--- config.mk ---
export PLATFORM = sky130hd
export DESIGN_NAME = lc_stream_fifo
export DESIGN_NICKNAME = d
export VERILOG_FILES = /design/src/rtl/lc_stream_pkg.sv /design/src/rtl/lc_fifo_mem.sv /design/src/rtl/lc_stream_fifo.sv
export SDC_FILE = /design/constraint.sdc
export NUM_CORES = 1
export LEC_CHECK = 0
export BUFFER_PORTS_ARGS = -buffer_cell sky130_fd_sc_hd__buf_2
export CORE_MARGIN = 3
export CORE_UTILIZATION = 35
export CTS_CLUSTER_SIZE = 14
export DETAILED_ROUTE_END_ITERATION = 7
export PLACE_DENSITY_LB_ADDON = 0.05
export SLEW_MARGIN = 0
export SYNTH_ARGS = -nofsm -noshare
export SYNTH_HDL_FRONTEND = slang
export SYNTH_SLANG_ARGS = --single-unit
--- constraint.sdc ---
create_clock -name clk -period 8.5 [get_ports clk]
set_input_delay 1.275 -clock clk [delete_from_list [all_inputs] [get_ports clk]]
set_output_delay 1.275 -clock clk [all_outputs]
set_load 0.005 [all_outputs]
--- src/rtl/lc_stream_pkg.sv ---
// Shared constants, beat type and helpers for the lc_* stream blocks.
package lc_stream_pkg;

  localparam int LC_DATA_SIZE_DEFAULT  = 32;
  localparam int LC_FIFO_DEPTH_DEFAULT = 8;

  typedef struct packed {
    logic                            last;
    logic [LC_DATA_SIZE_DEFAULT-1:0] data;
  } lc_beat_t;

  // True when v is a power of two no smaller than two.
  function automatic logic is_pow2_min2(input int unsigned v);
    return (v >= 32'd2) && ((v & (v - 32'd1)) == 32'd0);
  endfunction

endpackage

--- src/rtl/lc_fifo_mem.sv ---
// FIFO storage: register array with one synchronous write port and one asynchronous read port.
module lc_fifo_mem
  import lc_stream_pkg::*;
#(
  parameter int WIDTH = LC_DATA_SIZE_DEFAULT + 1,
  parameter int DEPTH = LC_FIFO_DEPTH_DEFAULT
) (
  input  logic                     clk,
  input  logic                     wr_en,
  input  logic [$clog2(DEPTH)-1:0] wr_addr,
  input  logic [WIDTH-1:0]         wr_data,
  input  logic [$clog2(DEPTH)-1:0] rd_addr,
  output logic [WIDTH-1:0]         rd_data
);

  logic [WIDTH-1:0] mem_r [DEPTH];

  // Storage write; contents are deliberately left unreset.
  always_ff @(posedge clk) begin
    if (wr_en) begin
      mem_r[wr_addr] <= wr_data;
    end
  end

  assign rd_data = mem_r[rd_addr];

endmodule

--- src/rtl/lc_stream_fifo.sv ---
// Synchronous stream FIFO with tlast, occupancy count and completed-frame counter.
module lc_stream_fifo
  import lc_stream_pkg::*;
#(
  parameter int DATA_SIZE = LC_DATA_SIZE_DEFAULT,
  parameter int DEPTH     = LC_FIFO_DEPTH_DEFAULT
) (
  input  logic                     clk,
  input  logic                     rst,
  input  logic [DATA_SIZE-1:0]     s_tdata,
  input  logic                     s_tvalid,
  input  logic                     s_tlast,
  output logic                     s_tready,
  output logic [DATA_SIZE-1:0]     m_tdata,
  output logic                     m_tvalid,
  output logic                     m_tlast,
  input  logic                     m_tready,
  output logic [$clog2(DEPTH):0]   count,
  output logic [DATA_SIZE-1:0]     frames
);

  localparam int PTR_W = $clog2(DEPTH);
  localparam int CNT_W = PTR_W + 1;
  localparam int WIDTH = DATA_SIZE + 1;

  generate
    if (!is_pow2_min2(DEPTH)) begin : g_bad_depth
      $error("lc_stream_fifo: DEPTH must be a power of two and at least 2");
    end
    if (DATA_SIZE < 1) begin : g_bad_width
      $error("lc_stream_fifo: DATA_SIZE must be at least 1");
    end
  endgenerate

  logic [PTR_W-1:0]     wr_ptr_r;
  logic [PTR_W-1:0]     rd_ptr_r;
  logic [CNT_W-1:0]     count_r;
  logic [CNT_W-1:0]     count_nxt_s;
  logic [DATA_SIZE-1:0] frames_r;
  logic [WIDTH-1:0]     head_s;
  logic                 full_s;
  logic                 empty_s;
  logic                 push_s;
  logic                 pop_s;

  assign full_s   = (count_r == CNT_W'(DEPTH));
  assign empty_s  = (count_r == {CNT_W{1'b0}});
  assign s_tready = !rst && !full_s;
  assign m_tvalid = !empty_s;
  assign push_s   = s_tvalid && s_tready;
  assign pop_s    = m_tvalid && m_tready;

  lc_fifo_mem #(
    .WIDTH (WIDTH),
    .DEPTH (DEPTH)
  ) u_mem (
    .clk     (clk),
    .wr_en   (push_s),
    .wr_addr (wr_ptr_r),
    .wr_data ({s_tlast, s_tdata}),
    .rd_addr (rd_ptr_r),
    .rd_data (head_s)
  );

  assign m_tdata = head_s[DATA_SIZE-1:0];
  assign m_tlast = head_s[DATA_SIZE];
  assign count   = count_r;
  assign frames  = frames_r;

  // Next occupancy: a simultaneous push and pop leaves it unchanged.
  always_comb begin
    count_nxt_s = count_r;
    case ({push_s, pop_s})
      2'b10:   count_nxt_s = count_r + CNT_W'(1'b1);
      2'b01:   count_nxt_s = count_r - CNT_W'(1'b1);
      default: count_nxt_s = count_r;
    endcase
  end

  // Pointer, occupancy and frame counter state; pointers wrap by natural overflow.
  always_ff @(posedge clk) begin
    if (rst) begin
      wr_ptr_r <= {PTR_W{1'b0}};
      rd_ptr_r <= {PTR_W{1'b0}};
      count_r  <= {CNT_W{1'b0}};
      frames_r <= {DATA_SIZE{1'b0}};
    end else begin
      if (push_s) begin
        wr_ptr_r <= wr_ptr_r + PTR_W'(1'b1);
      end
      if (pop_s) begin
        rd_ptr_r <= rd_ptr_r + PTR_W'(1'b1);
      end
      count_r <= count_nxt_s;
      if (pop_s && m_tlast) begin
        frames_r <= frames_r + DATA_SIZE'(1'b1);
      end
    end
  end

endmodule

==> impl_results.md, run 1 <==
* Pwr dens at 262.6 nW/um^2
* Worst slew pin tran at 1295 ps
* Layout filler cell count at 2995
* FP Rows at 67
* Clock slew at reported path FFs at 50 ps
* Hold_sp: rd_ptr_r[1]$_SDFFE_PP0P_
* Setup violators final at 0
* Core area at 33780 sq um
* Combinational share of power at 14.7%
* Async SR Flop Fraction at 0%
* Initial Util at 35.85%
* Sw Share at 23.73%
* Worst Path Required at 7220 ps
* Vias at 6391
* Synth Flop Type: edfxtp_1
* Maximum clock path buffer count at 3
* Initial antenna violation count at 2
* Cell area after synthesis at 12110 sq um
* Fmax at 0.2287 GHz
* Commonest non-fill, non-tap cell in the layout: edfxtp_1
* Clock Sinks at 309
* Gr ovfl total at 0
* Placed cell area at 13220 sq um
* Buffer count from post-CTS setup fixing at 0
* Die H at 192.0 microns
* Startpoint Class: flip-flop
* Final GP Congestion at 0.7374
* Total CTS buffers at 35
* Skew-Pair Late Insertion Delay at 500 ps
* Final Max Slew Viols at 0
* Die ar. at 36880 sq um
* Resize count post-CTS at 0
* Max VDD drop at 0.1146 mV
* Initial DRC Count at 309
* #FFs+latches synth at 309
* Finished Core Util at 42.36%
* Wire per inst at 21.14 microns
* Clock power frac at 37.6%
* Placed cells at 1186
* Post-synth cell types at 47
* Fin crit share at 51.45%
* Area delta synth->final at 18.14%
* Setup tns final at 0 ps
* # Max-Cap Violations at 0
* Fin nets at 817
* Synthesis Warnings at 0
* First-pass GRT wire length at 40850 microns
* Final Cell Area at 14310 sq um
* Antenna Nets Post-Route at 0
* Vias per Instance at 5.121
* Critical path arrival at 3100 ps
* CTS H-tree depth at 2
* Die width at 192.0 microns
* CTS tree: built
* Layout cells sized above 1 at 35.17%
* Fin crit period at 4373 ps
* Residual DRC at 0
* Int Pwr at 2.866 mW
* Most frequent cells in the layout: 264 x edfxtp_1, 107 x buf_2, 64 x mux4_2
* CTS root buffer: clkbuf_16
* Final wirelength at 26380 microns
* 1st-pass router iterations at 4
* Synth Area per Inst at 18.66 sq um
* Final HPWL DP at 15400 microns
* CP Class: flip-flop to output pin
* RSZ-0062 raised after global routing: false
* Number of synthesized flops with an enable pin at 264
* Slew HR at 13.45%
* I/O pin count at 108
* Min-delay worst type: flip-flop to flip-flop
* Clock Skew at 9.965 ps
* Fraction of the yosys area taken by sequential cells at 72.89%
* Vias in the first global route at 6815
* Final hold vios at 0
* Layout Cells excl Fill at 1248
* Psw at 891.9 uW
* Port bufs at 107
* Synth Instances at 649
* Net Count, Synth at 691
* Largest net degree at the start of global routing at 69
* Outcome: finished clean
* Leak pwr at 4.688 nW
* Crit path max fanout at 36
* Sequential Power Share at 47.6%
* GRT Total Usage at 14.59%
* Critical Path Sink Type: output pin
* Hold_buf cts at 0
==> cell usage after synthesis (4+ instances only) <==
library cell,count,share of area (%)
nor2_1,29,0.90
or4_1,5,0.31
xnor2_1,4,0.29
and3_1,5,0.26
nand3_1,9,0.37
clkbuf_1,11,0.34
mux4_2,64,12
a21oi_1,24,0.99
nand4b_1,4,0.29
mux2_2,35,3.3
xor2_1,13,0.94
buf_1,6,0.19
ha_1,5,0.52
nor2b_1,4,0.21
dfxtp_1,45,7.4
or3_1,12,0.62
nand2_1,23,0.71
nand4_1,13,0.67
inv_1,5,0.15
edfxtp_1,264,65
o31ai_1,4,0.25
buf_2,10,0.41
mux2i_1,5,0.41
nor3_1,5,0.21
o21ai_0,17,0.70
nand2b_1,5,0.26
==> path summary, 6_finish.rpt <==
check / cells after the start / slack, ps / end
worst min-delay path: 2 / 480 / flip-flop
worst min register to register: 2 / 480 / flip-flop
worst max register to register: 5 / 5220 / frames[30]$_SDFFE_PP0P_
worst max-delay path: 4 / 4130 / m_tdata[10]
==> layout make-up <==
type | instances | area [sq um] | share of cell area (%)
multi-input cells | 305 | 3184 | 22.25
flip-flops and latches | 309 | 8837 | 61.76
diodes | 1 | 2.502 | 0.01749
well taps | 448 | 560.5 | 3.917
clock inverters | 12 | 103.9 | 0.7257
clock buffers | 49 | 980.9 | 6.855
inverters | 6 | 22.52 | 0.1574
repair buffers | 118 | 618.1 | 4.319
==> power by group through the flow <==
stage | combinational [mW] | clock, mW | sequential (mW)
floorplan | 0.435 | 0 | 1.75
global placement | 0.562 | 0 | 1.83
detailed placement | 0.569 | 0 | 1.83
CTS | 0.572 | 1.46 | 1.80
global route | 0.611 | 1.53 | 1.81
finish | 0.554 | 1.41 | 1.79
==> stage by stage <==
step | power [mW] | hold slack (ps) | setup slack [ps]
floorplan | 2.186 | 462.2 | 2973
global placement | 2.387 | 460.8 | 4279
detailed placement | 2.397 | 475.9 | 4205
CTS | 3.834 | 485.2 | 3948
global route | 3.943 | 511.0 | 3808
finish | 3.758 | 480.5 | 4127
==> kinds of logic (layout without fill, tap and decap cells) <==
logic type      count (synthesis)  in the layout  synth area share [%]
mux                           104            104                 15.57
xor+xnor                       17             17                 1.229
fa+ha+maj                       5              5                0.5165
simple gates                  127            127                 5.939
compound gates                 52             52                 2.634
other cells                     0              1                     0
flops                         309            309                 72.88
buf+inv                        35            185                 1.229
==> routing by layer <==
metal	GRT usage, %	up-vias	share of wire, %	routed length (microns)
met5	0	-	0.042	11
met4	3.474	2	1.7	441
met3	2.902	40	4.2	1105
met2	24.85	148	50	13270
met1	19.35	3321	44	11550
li1	-	2880	-	-
==> critical path, stage by stage, from the launching register on <==
cell and delay [ps]:
dfxtp_4 830, buf_4 690, mux4_2 620, mux2_2 290, buf_2 130
==> flip-flops by register name, indices dropped and copies added, names as in the netlist, named ones only <==
register     cells
u_mem.mem_r    264
frames          32
count            4
rd_ptr_r         3
wr_ptr_r         3
No activity file was read; power rests on OpenSTA's default activity.
==> run 2: changes to the inputs <==
==> constraint.sdc (replaced) <==
create_clock -name clk -period 4.25 [get_ports clk]
set_input_delay 0.6375 -clock clk [delete_from_list [all_inputs] [get_ports clk]]
set_output_delay 0.6375 -clock clk [all_outputs]
set_load 0.005 [all_outputs]
==> run 2 against run 1 <==
Cell count rose by 0.80%. Register-to-register slack got worse by 4000 ps. Sequential power rose by 98%. Clock power rose by 97%. Critical path type unchanged. Power rose by 98%. Hold slack got worse by 78 ps. Combinational power rose by 100%. Cell area rose by 0.40%. Sequential share of layout area fell by 0.25 points. Critical endpoint is now m_tdata[25].
==> impl_results.md, run 2 (synthesis results as in run 1) <==
* CTS root buffer: clkbuf_16
* Vias per Instance at 5.066
* Die H at 192.0 microns
* Placed cell area at 13300 sq um
* Pwr dens at 518.6 nW/um^2
* Final wirelength at 26220 microns
* CTS H-tree depth at 2
* Initial DRC Count at 293
* First-pass GRT wire length at 40950 microns
* Critical path arrival at 2810 ps
* Final GP Congestion at 0.7425
* Fin crit share at 81.23%
* Min-delay worst type: input pin to flip-flop
* Fin nets at 825
* Slew HR at 49.74%
* Outcome: finished clean
* Maximum clock path buffer count at 3
* Worst Path Required at 3610 ps
* Final hold vios at 0
* Hold_buf cts at 0
* Layout filler cell count at 3033
* Wire per inst at 20.84 microns
* Crit path max fanout at 36
* CTS tree: built
* Worst slew pin tran at 753.9 ps
* # Max-Cap Violations at 0
* Pwr Total at 7.452 mW
* Clock Skew at 15.10 ps
* GRT Total Usage at 14.59%
* Gr ovfl total at 0
* Area delta synth->final at 18.61%
* Vias in the first global route at 6846
* Critical Path Sink Type: output pin
* Buffer count from post-CTS setup fixing at 0
* Fin crit period at 3452 ps
* Die width at 192.0 microns
* Leak pwr at 4.730 nW
* Startpoint Class: flip-flop
* Initial Util at 35.85%
* I/O pin count at 108
* Commonest non-fill, non-tap cell in the layout: edfxtp_1
* Residual DRC at 0
* Setup tns final at 0 ps
* Layout cells sized above 1 at 35.97%
* Most frequent cells in the layout: 264 x edfxtp_1, 107 x buf_2, 64 x mux4_2
* 1st-pass router iterations at 4
* Clock slew at reported path FFs at 60 ps
* Skew-Pair Late Insertion Delay at 500 ps
* Max reg flops at 264
* Layout Cells excl Fill at 1258
* Placed cells at 1194
* Port bufs at 107
* Resize count post-CTS at 0
* Max VDD drop at 0.2141 mV
* CP Class: flip-flop to output pin
* Final HPWL DP at 15280 microns
* Setup slack after layout at 797.8 ps
* Fmax at 0.2897 GHz
* Reg with most FFs: u_mem.mem_r
* Final Cell Area at 14370 sq um
* Vias at 6373
* Largest net degree at the start of global routing at 50
* RSZ-0062 raised after global routing: false
* Die ar. at 36880 sq um
* Setup violators final at 0
* Total CTS buffers at 35
* Core area at 33780 sq um
* Initial antenna violation count at 2
* FP Rows at 67
* Pre-CTS setup slack at 1196 ps
* Antenna Nets Post-Route at 0
* Final Max Slew Viols at 0
* Clock Sinks at 309
## run 2: changes by cell type in the layout (fill, tap and decap cells not counted), sizes merged
cell / before / now
buf: 118 / 126
clkinv: 10 / 15
bufinv: 2 / 1
clkbuf: 49 / 47
## run 2: path summary, 6_finish.rpt
path / startpoint / end / slack, ps / cells after the start
worst max-delay path: flip-flop / m_tdata[25] / 800 / 4
worst min-delay path: s_tdata[31] / u_mem.mem_r[4][31]$_DFFE_PP_ / 400 / 1
worst max register to register: count[0]$_SDFFE_PP0P_ / count[2]$_SDFFE_PP0P_ / 1230 / 9
worst min register to register: frames[31]$_SDFFE_PP0P_ / frames[31]$_SDFFE_PP0P_ / 490 / 2
## run 2: final cells by class
cell class | instances | area (sq um) | area share (%)
Multi-Input combinational cell | 305 | 3193 | 22.22
Sequential cell | 309 | 8837 | 61.51
Clock inverter | 16 | 97.59 | 0.6793
Antenna cell | 1 | 2.502 | 0.01742
Timing Repair Buffer | 126 | 690.7 | 4.807
Tap cell | 448 | 560.5 | 3.901
Inverter | 6 | 22.52 | 0.1568
Clock buffer | 47 | 963.4 | 6.706
## run 2: stage by stage
step / utilization [%] / hold WS, ps
floorplan: - / 462.2
global placement: 39.38 / 458.9
detailed placement: 39.38 / 480.7
CTS: 42.52 / 374.4
global route: 42.52 / 397.7
finish: 42.53 / 402.5
## run 2: metal layers
layer,vias to the layer above,GRT usage (%),wire length [microns]
li1,2895,-,-
met5,-,0,7
met3,39,3.103,1110
met1,3311,18.67,11420
met4,2,3.306,439
met2,126,25.55,13240
## run 2: power breakdown
part	switching, mW	internal, mW
clock network	1.13	1.65
registers	0.164	3.39
logic	0.504	0.619
total	1.80	5.66
## run 2: critical path: stages (launching register included)
cell	delay (ps)
dfxtp_4	840
buf_4	500
mux4_2	560
mux2_2	290
buf_2	130
==> run 3: changes to the inputs <==
==> constraint.sdc (replaced) <==
create_clock -name clk -period 2.8 [get_ports clk]
set_input_delay 0.42 -clock clk [delete_from_list [all_inputs] [get_ports clk]]
set_output_delay 0.42 -clock clk [all_outputs]
set_load 0.005 [all_outputs]
==> run 3 against run 2 <==
Cell count grew 0.87%. Power increased by 54%. Critical path depth is the same. Cell area increased by 1.5%. Clock power is 51% higher. First-iteration DRC count up 5.1%. Non-clock buffer count grew 15. Hold slack got worse by 220 ps. Routed wire length grew 2.6%.
==> impl_results.md, run 3 (synthesis results as in run 1) <==
* Area delta synth->final at 20.36%
* Outcome: finished clean
* 1st-pass router iterations at 4
* # diodes at 0
* Die ar. at 36880 sq um
* Critical path arrival at 2230 ps
* Hold_sp: s_tdata[0]
* Vias per Instance at 5.085
* Residual DRC at 0
* Initial Util at 35.85%
* Skew-Pair Late Insertion Delay at 500 ps
* Wire per inst at 21.20 microns
* Vias at 6453
* Core area at 33780 sq um
* Final Max Slew Viols at 0
* Setup violators final at 0
* Port bufs at 107
* Worst reg2reg setup slack at 360 ps
* Clock Sinks at 309
* Reg2reg path depth at 6
* Area occupied by multi-input gates at 3218 sq um
* Min-Delay Endpoint: u_mem.mem_r[6][0]$_DFFE_PP_
* Final wirelength at 26900 microns
* Hold slack at 180.5 ps
* CTS root buffer: clkbuf_16
* Max reg flops at 264
* CP Class: flip-flop to output pin
* Finished Core Util at 43.15%
* Layout Cells excl Fill at 1269
* Layout filler cell count at 2997
* Initial antenna violation count at 0
* Slew HR at 63.48%
* Initial DRC Count at 308
* Commonest non-fill, non-tap cell in the layout: edfxtp_1
* Reg with most FFs: u_mem.mem_r
* Critical Path Sink Type: output pin
* Min-delay worst type: input pin to flip-flop
* Clock slew at reported path FFs at 60 ps
* Clock Skew at 8.615 ps
* FF-to-FF End: frames[30]$_SDFFE_PP0P_
* Worst Path Required at 2380 ps
* I/O pin count at 108
* # Max-Cap Violations at 0
* Layout cells sized above 1 at 37.64%
* Die width at 192.0 microns
* Leak pwr at 4.832 nW
* Crit path max fanout at 36
* Final GP Congestion at 0.7578
* Worst slew pin tran at 547.8 ps
* Total CTS buffers at 35
* Antenna Nets Post-Route at 0
* Fin nets at 840
* Hold path depth at 1
* Startpoint Class: flip-flop
* Fin crit period at 2647 ps
* Pre-CTS setup slack at 291.7 ps
* Gr ovfl total at 0
* Vias in the first global route at 6959
* Placed cells at 1206
* Fmax at 0.3778 GHz
* Final HPWL DP at 16040 microns
* FP Rows at 67
* Largest net degree at the start of global routing at 50
* Fin crit share at 94.53%
* CTS tree: built
* Most frequent cells in the layout: 264 x edfxtp_1, 107 x buf_2, 64 x mux4_2
* GRT Total Usage at 14.96%
* Crit Reg-Reg Startpoint: count[1]$_SDFFE_PP0P_
* Max VDD drop at 0.2934 mV
* Final hold vios at 0
* Storage cell area at 8837 sq um
* RSZ-0062 raised after global routing: false
* Hold_buf cts at 0
* Maximum clock path buffer count at 3
* Pwr dens at 787.0 nW/um^2
* Resize count post-CTS at 0
* Die H at 192.0 microns
* Setup slack after layout at 153.1 ps
* CTS H-tree depth at 2
* First-pass GRT wire length at 41570 microns
run 3: cell type report:
cell class	count	area share (%)
inverter	6	0.1545
tap	448	3.845
sequential	309	60.62
clock inverter	14	0.6522
multi-input combinational	305	22.07
timing repair buffer	141	6.076
clock buffer	46	6.583
run 3: critical path: stages (launching register included):
cell and delay [ps]:
dfxtp_4 390, buf_4 470, mux4_2 400, mux2_2 300, buf_2 130
run 3: worst max-delay path by stage:
stage | from | end | slack (ps) | depth (start not counted)
6_report | flip-flop | m_tdata[22] | 150 | 4
5_1_grt | flip-flop | m_tdata[1] | 10 | 4
4_1_cts | flip-flop | m_tdata[1] | 100 | 4
3_5_place_dp | flip-flop | frames[30]$_SDFFE_PP0P_ | 290 | 5
3_3_place_gp | flip-flop | frames[30]$_SDFFE_PP0P_ | 340 | 5
2_1_floorplan | count[1]$_SDFFE_PP0P_ | u_mem.mem_r[7][0]$_DFFE_PP_ | -110 | 5
run 3: repair_timing:
action                     in CTS  in global routing
buffers inserted                3                  0
setup endpoints to repair      22                  0
hold endpoints to repair        0                  0
run 3: power breakdown:
group	switching [mW]	leakage (nW)	internal (mW)
clock network	1.71	0.525	2.50
logic	0.906	1.56	1.07
registers	0.147	2.75	5.14
run 3: through the flow:
stage                     TNS, ps  power (mW)  instance area (sq um)
after floorplan            -19530       6.638                  12150
after global placement          0       7.305                  13480
after detailed placement        0       7.345                  13480
after CTS                       0       11.67                  14580
after global routing            0       12.03                  14580
final                           0       11.47                  14580
run 3: per-layer routing:
metal	vias up	track usage, %	wire, microns
met3	40	3.066	1131
met1	3363	20.20	12100
met2	132	24.95	13190
met4	0	3.670	482
met5	-	0	0
li1	2918	-	-
